$ cat config.mk
export PLATFORM = sky130hd
export DESIGN_NAME = sprite_layer_arbiter
export DESIGN_NICKNAME = d
export VERILOG_FILES = /design/src/rtl/sprite_layer_arbiter.sv
export SDC_FILE = /design/constraint.sdc
export NUM_CORES = 1
export LEC_CHECK = 0
export BUFFER_PORTS_ARGS = -buffer_cell sky130_fd_sc_hd__buf_4
export CORE_MARGIN = 5
export CORE_UTILIZATION = 45
export CTS_CLUSTER_DIAMETER = 60
export CTS_CLUSTER_SIZE = 25
export DETAILED_ROUTE_END_ITERATION = 6
export PLACE_DENSITY = 0.82
export SLEW_MARGIN = 0
export SYNTH_ARGS = -nofsm -noshare
export SYNTH_HDL_FRONTEND = slang
export SYNTH_SLANG_ARGS = --single-unit
$ cat constraint.sdc
create_clock -name Clk -period 1.9 [get_ports Clk]
set_input_delay 0.095 -clock Clk [delete_from_list [all_inputs] [get_ports Clk]]
set_output_delay 0.095 -clock Clk [all_outputs]
set_load 0.005 [all_outputs]
$ cat src/rtl/sprite_layer_arbiter.sv
// Sprite layer arbiter: resolves one pixel by fetching layer palette indices in priority
// order through one shared ROM port, stopping at the first opaque index. SPRITE_ARB_DROP_CNT_EN adds drop_cnt.
module sprite_layer_arbiter #(
    parameter int                NUM_LAYERS      = 4,
    parameter int                ADDR_W          = 10,
    parameter int                IDX_W           = 4,
    parameter int                ROM_LAT         = 1,
    parameter logic [IDX_W-1:0]  TRANSPARENT_IDX = 4'hB,
    localparam int               LAYER_W         = (NUM_LAYERS > 1) ? $clog2(NUM_LAYERS) : 1
) (
    input  logic                           Clk,
    input  logic                           Reset_n,
    input  logic                           pix_req,
    input  logic [NUM_LAYERS-1:0]          layer_hit,
    input  logic [NUM_LAYERS*ADDR_W-1:0]   layer_addr,
    output logic                           rom_rd,
    output logic [ADDR_W-1:0]              rom_addr,
    input  logic [IDX_W-1:0]               rom_idx,
    output logic                           pix_valid,
    output logic                           pix_opaque,
    output logic [IDX_W-1:0]               pal_idx,
    output logic [LAYER_W-1:0]             pal_layer,
    output logic                           busy,
    output logic                           req_drop
`ifdef SPRITE_ARB_DROP_CNT_EN
    ,
    output logic [15:0]                    drop_cnt
`endif
);

    localparam int CNT_W = $clog2(ROM_LAT + 1);

    typedef enum logic [1:0] {
        S_IDLE,
        S_ISSUE,
        S_WAIT,
        S_DONE
    } state_e;

    state_e                         state_q, state_d;
    logic [NUM_LAYERS-1:0]          mask_q, mask_d;
    logic [NUM_LAYERS*ADDR_W-1:0]   addr_q, addr_d;
    logic [CNT_W-1:0]               cnt_q, cnt_d;
    logic                           opaque_q, opaque_d;
    logic [IDX_W-1:0]               idx_q, idx_d;
    logic [LAYER_W-1:0]             layer_q, layer_d;

    logic [LAYER_W-1:0]             sel_layer;
    logic [ADDR_W-1:0]              sel_addr;
    logic [NUM_LAYERS-1:0]          mask_clr;
    logic                           last_wait;

    // Highest-priority pending layer is the lowest set mask bit.
    always_comb begin
        sel_layer = '0;
        for (int i = NUM_LAYERS - 1; i >= 0; i--) begin
            if (mask_q[i]) sel_layer = LAYER_W'(i);
        end
    end

    assign sel_addr  = addr_q[int'(sel_layer) * ADDR_W +: ADDR_W];
    assign mask_clr  = mask_q & (mask_q - NUM_LAYERS'(1));
    assign last_wait = (cnt_q == CNT_W'(ROM_LAT - 1));

    always_comb begin
        // NOTE: every signal gets a default before the case so no path can infer a latch.
        state_d   = state_q;
        mask_d    = mask_q;
        addr_d    = addr_q;
        cnt_d     = cnt_q;
        opaque_d  = opaque_q;
        idx_d     = idx_q;
        layer_d   = layer_q;
        rom_rd    = 1'b0;
        rom_addr  = '0;
        pix_valid = 1'b0;
        busy      = 1'b0;
        req_drop  = 1'b0;

        case (state_q)
            S_IDLE, S_DONE: begin
                pix_valid = (state_q == S_DONE);
                state_d   = S_IDLE;
                if (pix_req) begin
                    mask_d = layer_hit;
                    addr_d = layer_addr;
                    if (|layer_hit) begin
                        state_d = S_ISSUE;
                    end else begin
                        state_d  = S_DONE;
                        opaque_d = 1'b0;
                        idx_d    = TRANSPARENT_IDX;
                        layer_d  = '0;
                    end
                end
            end

            S_ISSUE: begin
                busy     = 1'b1;
                req_drop = pix_req;
                rom_rd   = 1'b1;
                rom_addr = sel_addr;
                cnt_d    = '0;
                state_d  = S_WAIT;
            end

            S_WAIT: begin
                busy     = 1'b1;
                req_drop = pix_req;
                if (!last_wait) begin
                    cnt_d = cnt_q + CNT_W'(1);
                end else if (rom_idx != TRANSPARENT_IDX) begin
                    opaque_d = 1'b1;
                    idx_d    = rom_idx;
                    layer_d  = sel_layer;
                    state_d  = S_DONE;
                end else begin
                    mask_d = mask_clr;
                    if (|mask_clr) begin
                        state_d = S_ISSUE;
                    end else begin
                        state_d  = S_DONE;
                        opaque_d = 1'b0;
                        idx_d    = TRANSPARENT_IDX;
                        layer_d  = '0;
                    end
                end
            end

            default: state_d = S_IDLE;
        endcase
    end

    // NOTE: state registers use non-blocking assignments so every flop samples pre-edge values.
    always_ff @(posedge Clk or negedge Reset_n) begin
        if (!Reset_n) begin
            state_q  <= S_IDLE;
            mask_q   <= '0;
            // NOTE: the latched address bank is small and reset with everything else; it is never read before a request loads it.
            addr_q   <= '0;
            cnt_q    <= '0;
            opaque_q <= 1'b0;
            idx_q    <= TRANSPARENT_IDX;
            layer_q  <= '0;
        end else begin
            state_q  <= state_d;
            mask_q   <= mask_d;
            addr_q   <= addr_d;
            cnt_q    <= cnt_d;
            opaque_q <= opaque_d;
            idx_q    <= idx_d;
            layer_q  <= layer_d;
        end
    end

    assign pix_opaque = opaque_q;
    assign pal_idx    = idx_q;
    assign pal_layer  = layer_q;

`ifdef SPRITE_ARB_DROP_CNT_EN
    logic [15:0] drop_cnt_q, drop_cnt_d;

    always_comb begin
        drop_cnt_d = drop_cnt_q;
        if (req_drop && (drop_cnt_q != 16'hFFFF)) drop_cnt_d = drop_cnt_q + 16'd1;
    end

    always_ff @(posedge Clk or negedge Reset_n) begin
        if (!Reset_n) drop_cnt_q <= '0;
        else          drop_cnt_q <= drop_cnt_d;
    end

    assign drop_cnt = drop_cnt_q;
`endif

endmodule

==> results summary <==
The cell depth of the worst hold path came out at 2. Together, buffers and inverters on the worst path number 2. The mean area per synthesized cell came out at 13.3 sq um. The final setup TNS came out at 0 ns. Counting flops with a built-in enable in the synthesized netlist gives 0. The multi-input logic area is 0.00110 sq mm. The total number of vias came out at 1826. The count of endpoints failing hold in the final timing report was 0. In this run the critical register-to-register path is captured at mask_q[3]. The root buffer cell chosen for the clock tree is sky130_fd_sc_hd__clkbuf_8. The tool flagged a number of max-cap violations equal to 0. The signal on the critical path passes through nor3_4 > buf_12 > mux2i_2 > o22ai_1 > buf_4. The fmax is 0.538 GHz.

The sequential cell area fraction in the yosys report is 54.2%. Measured in cells, the most critical reg-to-reg path has a length of 6. The cell family contributing the most delay on the critical path is flip-flops.

Measured along the x axis, the die boundary spans 83.8 microns. The number of failing setup endpoints in the final timing report is 0. Leaving out fill and tap cells, the most frequent cell in the layout is sky130_fd_sc_hd__buf_4. The final total power came out at 5.38 mW.

The count of input and output buffers is 71. The worst relative slew slack came out at 56.4%. The path with the worst hold slack has its endpoint at addr_q[0]. The global-route usage over all layers came out at 16.4%. The setup fix buffers added after clock tree synthesis is 0. The maximum clock skew at final layout came out at 0.00705 ns. Setup repair after global routing could not meet its margin everywhere. The proportion of register bits with asynchronous set or reset after synthesis came out at 100%. The maximum VDD drop is 890 uV.

The synthesis-to-finish area growth came out at 37.4%. The startpoint type of the worst setup path is a flop. The overall overflow remaining after global route came out at 0. TritonCTS built the clock tree.

The ratio of cells with drive above 1 in the final layout is 35.3%. The number of DRC markers after the initial detailed-route iteration came out at 62. Synthesis inferred 53 register bits. The detailed-routing iteration count for the pre-antenna-repair pass came out at 4.

The ratio of routed vias to standard cells is 5.29. Buffers inserted during clock tree synthesis total 5. The top cell types in the final layout, fill and taps aside, are 72 x sky130_fd_sc_hd__buf_4, 49 x sky130_fd_sc_hd__dfrtp_1, 40 x sky130_fd_sc_hd__mux2_1, 18 x sky130_fd_sc_hd__mux2i_1, 14 x sky130_fd_sc_hd__dlygate4sd3_1.

The largest single stage delay on the critical path is 0.48 ns. On the critical path, the stage with the largest delay is an instance of sky130_fd_sc_hd__dfrtp_2. The boundary pin count came out at 72. The clock edge transition at the registers on the reported setup and hold paths is 0.09 ns. The filler cell count in the final layout is 406. The start of the worst register-to-register path is state_q[0]. The startpoint identified for the worst hold timing path is layer_addr[0]. The number of DRC violations after detailed routing is 0. The routed wire length per instance is 16.0 microns. The arrival time at the worst endpoint is 1.77 ns. After synthesis, the netlist uses 33 different library cells. The pin count of the biggest net entering global routing came out at 54.

The repair_antennas step left the layout with diodes totalling 0. The worst-skew pair later-pin latency came out at 0.30 ns. The maximum fanout encountered on the critical timing path is 21. The via count of the first global-routing pass is 2021.

The total wire length came out at 5520 microns. The slew at the pin closest to its max-slew limit came out at 0.654 ns. The net count after synthesis is 239. The worst reg-to-reg setup slack is 0.24 ns.

The post-synthesis instance area is 0.00245 sq mm. The first global-routing pass estimated 9220 microns of wire. The standard cell core area is 0.00520 sq mm. The core utilization of the finished layout came out at 64.8%.

The final weighted congestion in routability-driven placement came out at 0.828. The die area came out at 0.00703 sq mm. The final number of max-transition violations was 0. The initial utilization of the core area, before any placement, comes to 47.1%. Synthesis produced a netlist whose cell count is 185.

The leakage component of the power is 1.55 nW. The number of routed nets with antenna violations is 0. The floorplan step set the die height to 83.8 microns. The critical path capture point type is an output port. The number of buffers between clock root and the deepest sink is 2. The power per unit of standard cell area came out at 1600 mW/mm^2. The critical path required time is 1.80 ns.

The storage element area is 0.00133 sq mm. The critical path is of the flop to output port type. The class of the most critical hold timing path is input pin to flop. The number of warning messages in the yosys log is 0. In the synthesized netlist the dominant register cell turns out to be sky130_fd_sc_hd__dfrtp_1. The flow ran to the end, and the final reports show no timing, DRC or antenna violations. The number of antenna violations at the first check in global routing came out at 0. CTS built an H-tree with a depth of 2. The estimated wirelength of the detail-placed design is 4060 microns. The final cycle utilization of the critical path is 97.9%. The clock period minus final worst setup slack came out at 1.86 ns. The total number of placement rows came out at 26. The number of sinks on the clock net is 53. In the final design database the tool counted 328 nets.
## repair_timing
action,4_1_cts,5_1_grt
pin swaps,0,0
hold buffers,6,8
gates resized for setup,2,6
hold endpoints to repair,55,8
endpoints found under the setup margin,4,8
## worst reg2reg max path, stage by stage (launching register included)
cell and delay (ns):
sky130_fd_sc_hd__dfrtp_1 0.38, sky130_fd_sc_hd__inv_1 0.05, sky130_fd_sc_hd__ha_1 0.38, sky130_fd_sc_hd__nand2b_1 0.21, sky130_fd_sc_hd__a2bb2oi_2 0.21, sky130_fd_sc_hd__o21ai_1 0.09, sky130_fd_sc_hd__a22o_1 0.23
## cells in the mapped netlist, types with 3 or more instances
library cell,count,share of area (%)
sky130_fd_sc_hd__buf_2,5,1.0
sky130_fd_sc_hd__dfstp_2,3,3.2
sky130_fd_sc_hd__inv_1,6,0.92
sky130_fd_sc_hd__mux2i_1,20,8.2
sky130_fd_sc_hd__nor2_1,4,0.61
sky130_fd_sc_hd__ha_1,3,1.5
sky130_fd_sc_hd__o22a_1,3,1.1
sky130_fd_sc_hd__a22o_1,5,1.8
sky130_fd_sc_hd__mux2_1,40,18
sky130_fd_sc_hd__nor2b_1,5,1.3
sky130_fd_sc_hd__o21ai_1,3,0.61
sky130_fd_sc_hd__nand2_1,4,0.61
sky130_fd_sc_hd__o22ai_1,10,2.5
sky130_fd_sc_hd__dfrtp_1,50,51
## routing by layer
layer  vias up  global-route usage [%]  part of all wire [%]
met5         -                       0                     0
met4         0                    5.12                  0.72
met3         4                    6.32                   8.9
met2        71                    27.7                    51
met1       898                    19.2                    39
li1        853                       -                     -
## cells by family after synthesis
group / synth area share, %
AOI/OAI and AO/OA: 9.89
buffers and inverters: 2.70
and+or+nand+nor: 4.69
DFF: 54.2
muxes: 26.5
adders and majority gates: 1.99
## sequential cells by signal, indices dropped and copies added, names as in the netlist
register / cells
addr_q: 40
mask_q: 4
pal_idx: 4
pal_layer: 2
state_q: 2
pix_opaque: 1
## worst max path at each step
stage,start,endpoint,slack [ns],depth (start not counted)
after floorplan,state_q[0],addr_q[0],0.29,5
after global placement,state_q[0],addr_q[16],0.30,5
after detailed placement,state_q[0],mask_q[3],0.26,6
after CTS,mask_q[1],rom_addr[3],0.03,5
after global routing,mask_q[1],rom_addr[7],-0.04,5
final,mask_q[1],rom_addr[7],0.04,5
## final cells by class
cell class	count	share of cell area, %
inverter	7	0.779
multi-input combinational	118	32.5
clock buffer	8	2.67
timing repair buffer	89	22.0
sequential	53	39.5
tap	70	2.60
## where the power goes
part           leakage, nW  internal (mW)  switching (mW)
Combinational        0.879           1.47            1.19
Sequential           0.625           1.73           0.353
Clock               0.0455          0.298           0.343
Total                 1.55           3.50            1.88
## through the flow
step                      worst slack, ns  cells  hold slack [ns]  instance area, sq um
after global routing              -0.0420    345         0.000939                  3370
final                              0.0396    345          0.00443                  3370
after global placement              0.299    323            0.171                  3110
after floorplan                     0.290    185           -0.201                  2450
after CTS                          0.0253    337       0.00000583                  3260
after detailed placement            0.256    323            0.173                  3110
Note: power is estimated with default switching activity, not from simulation.
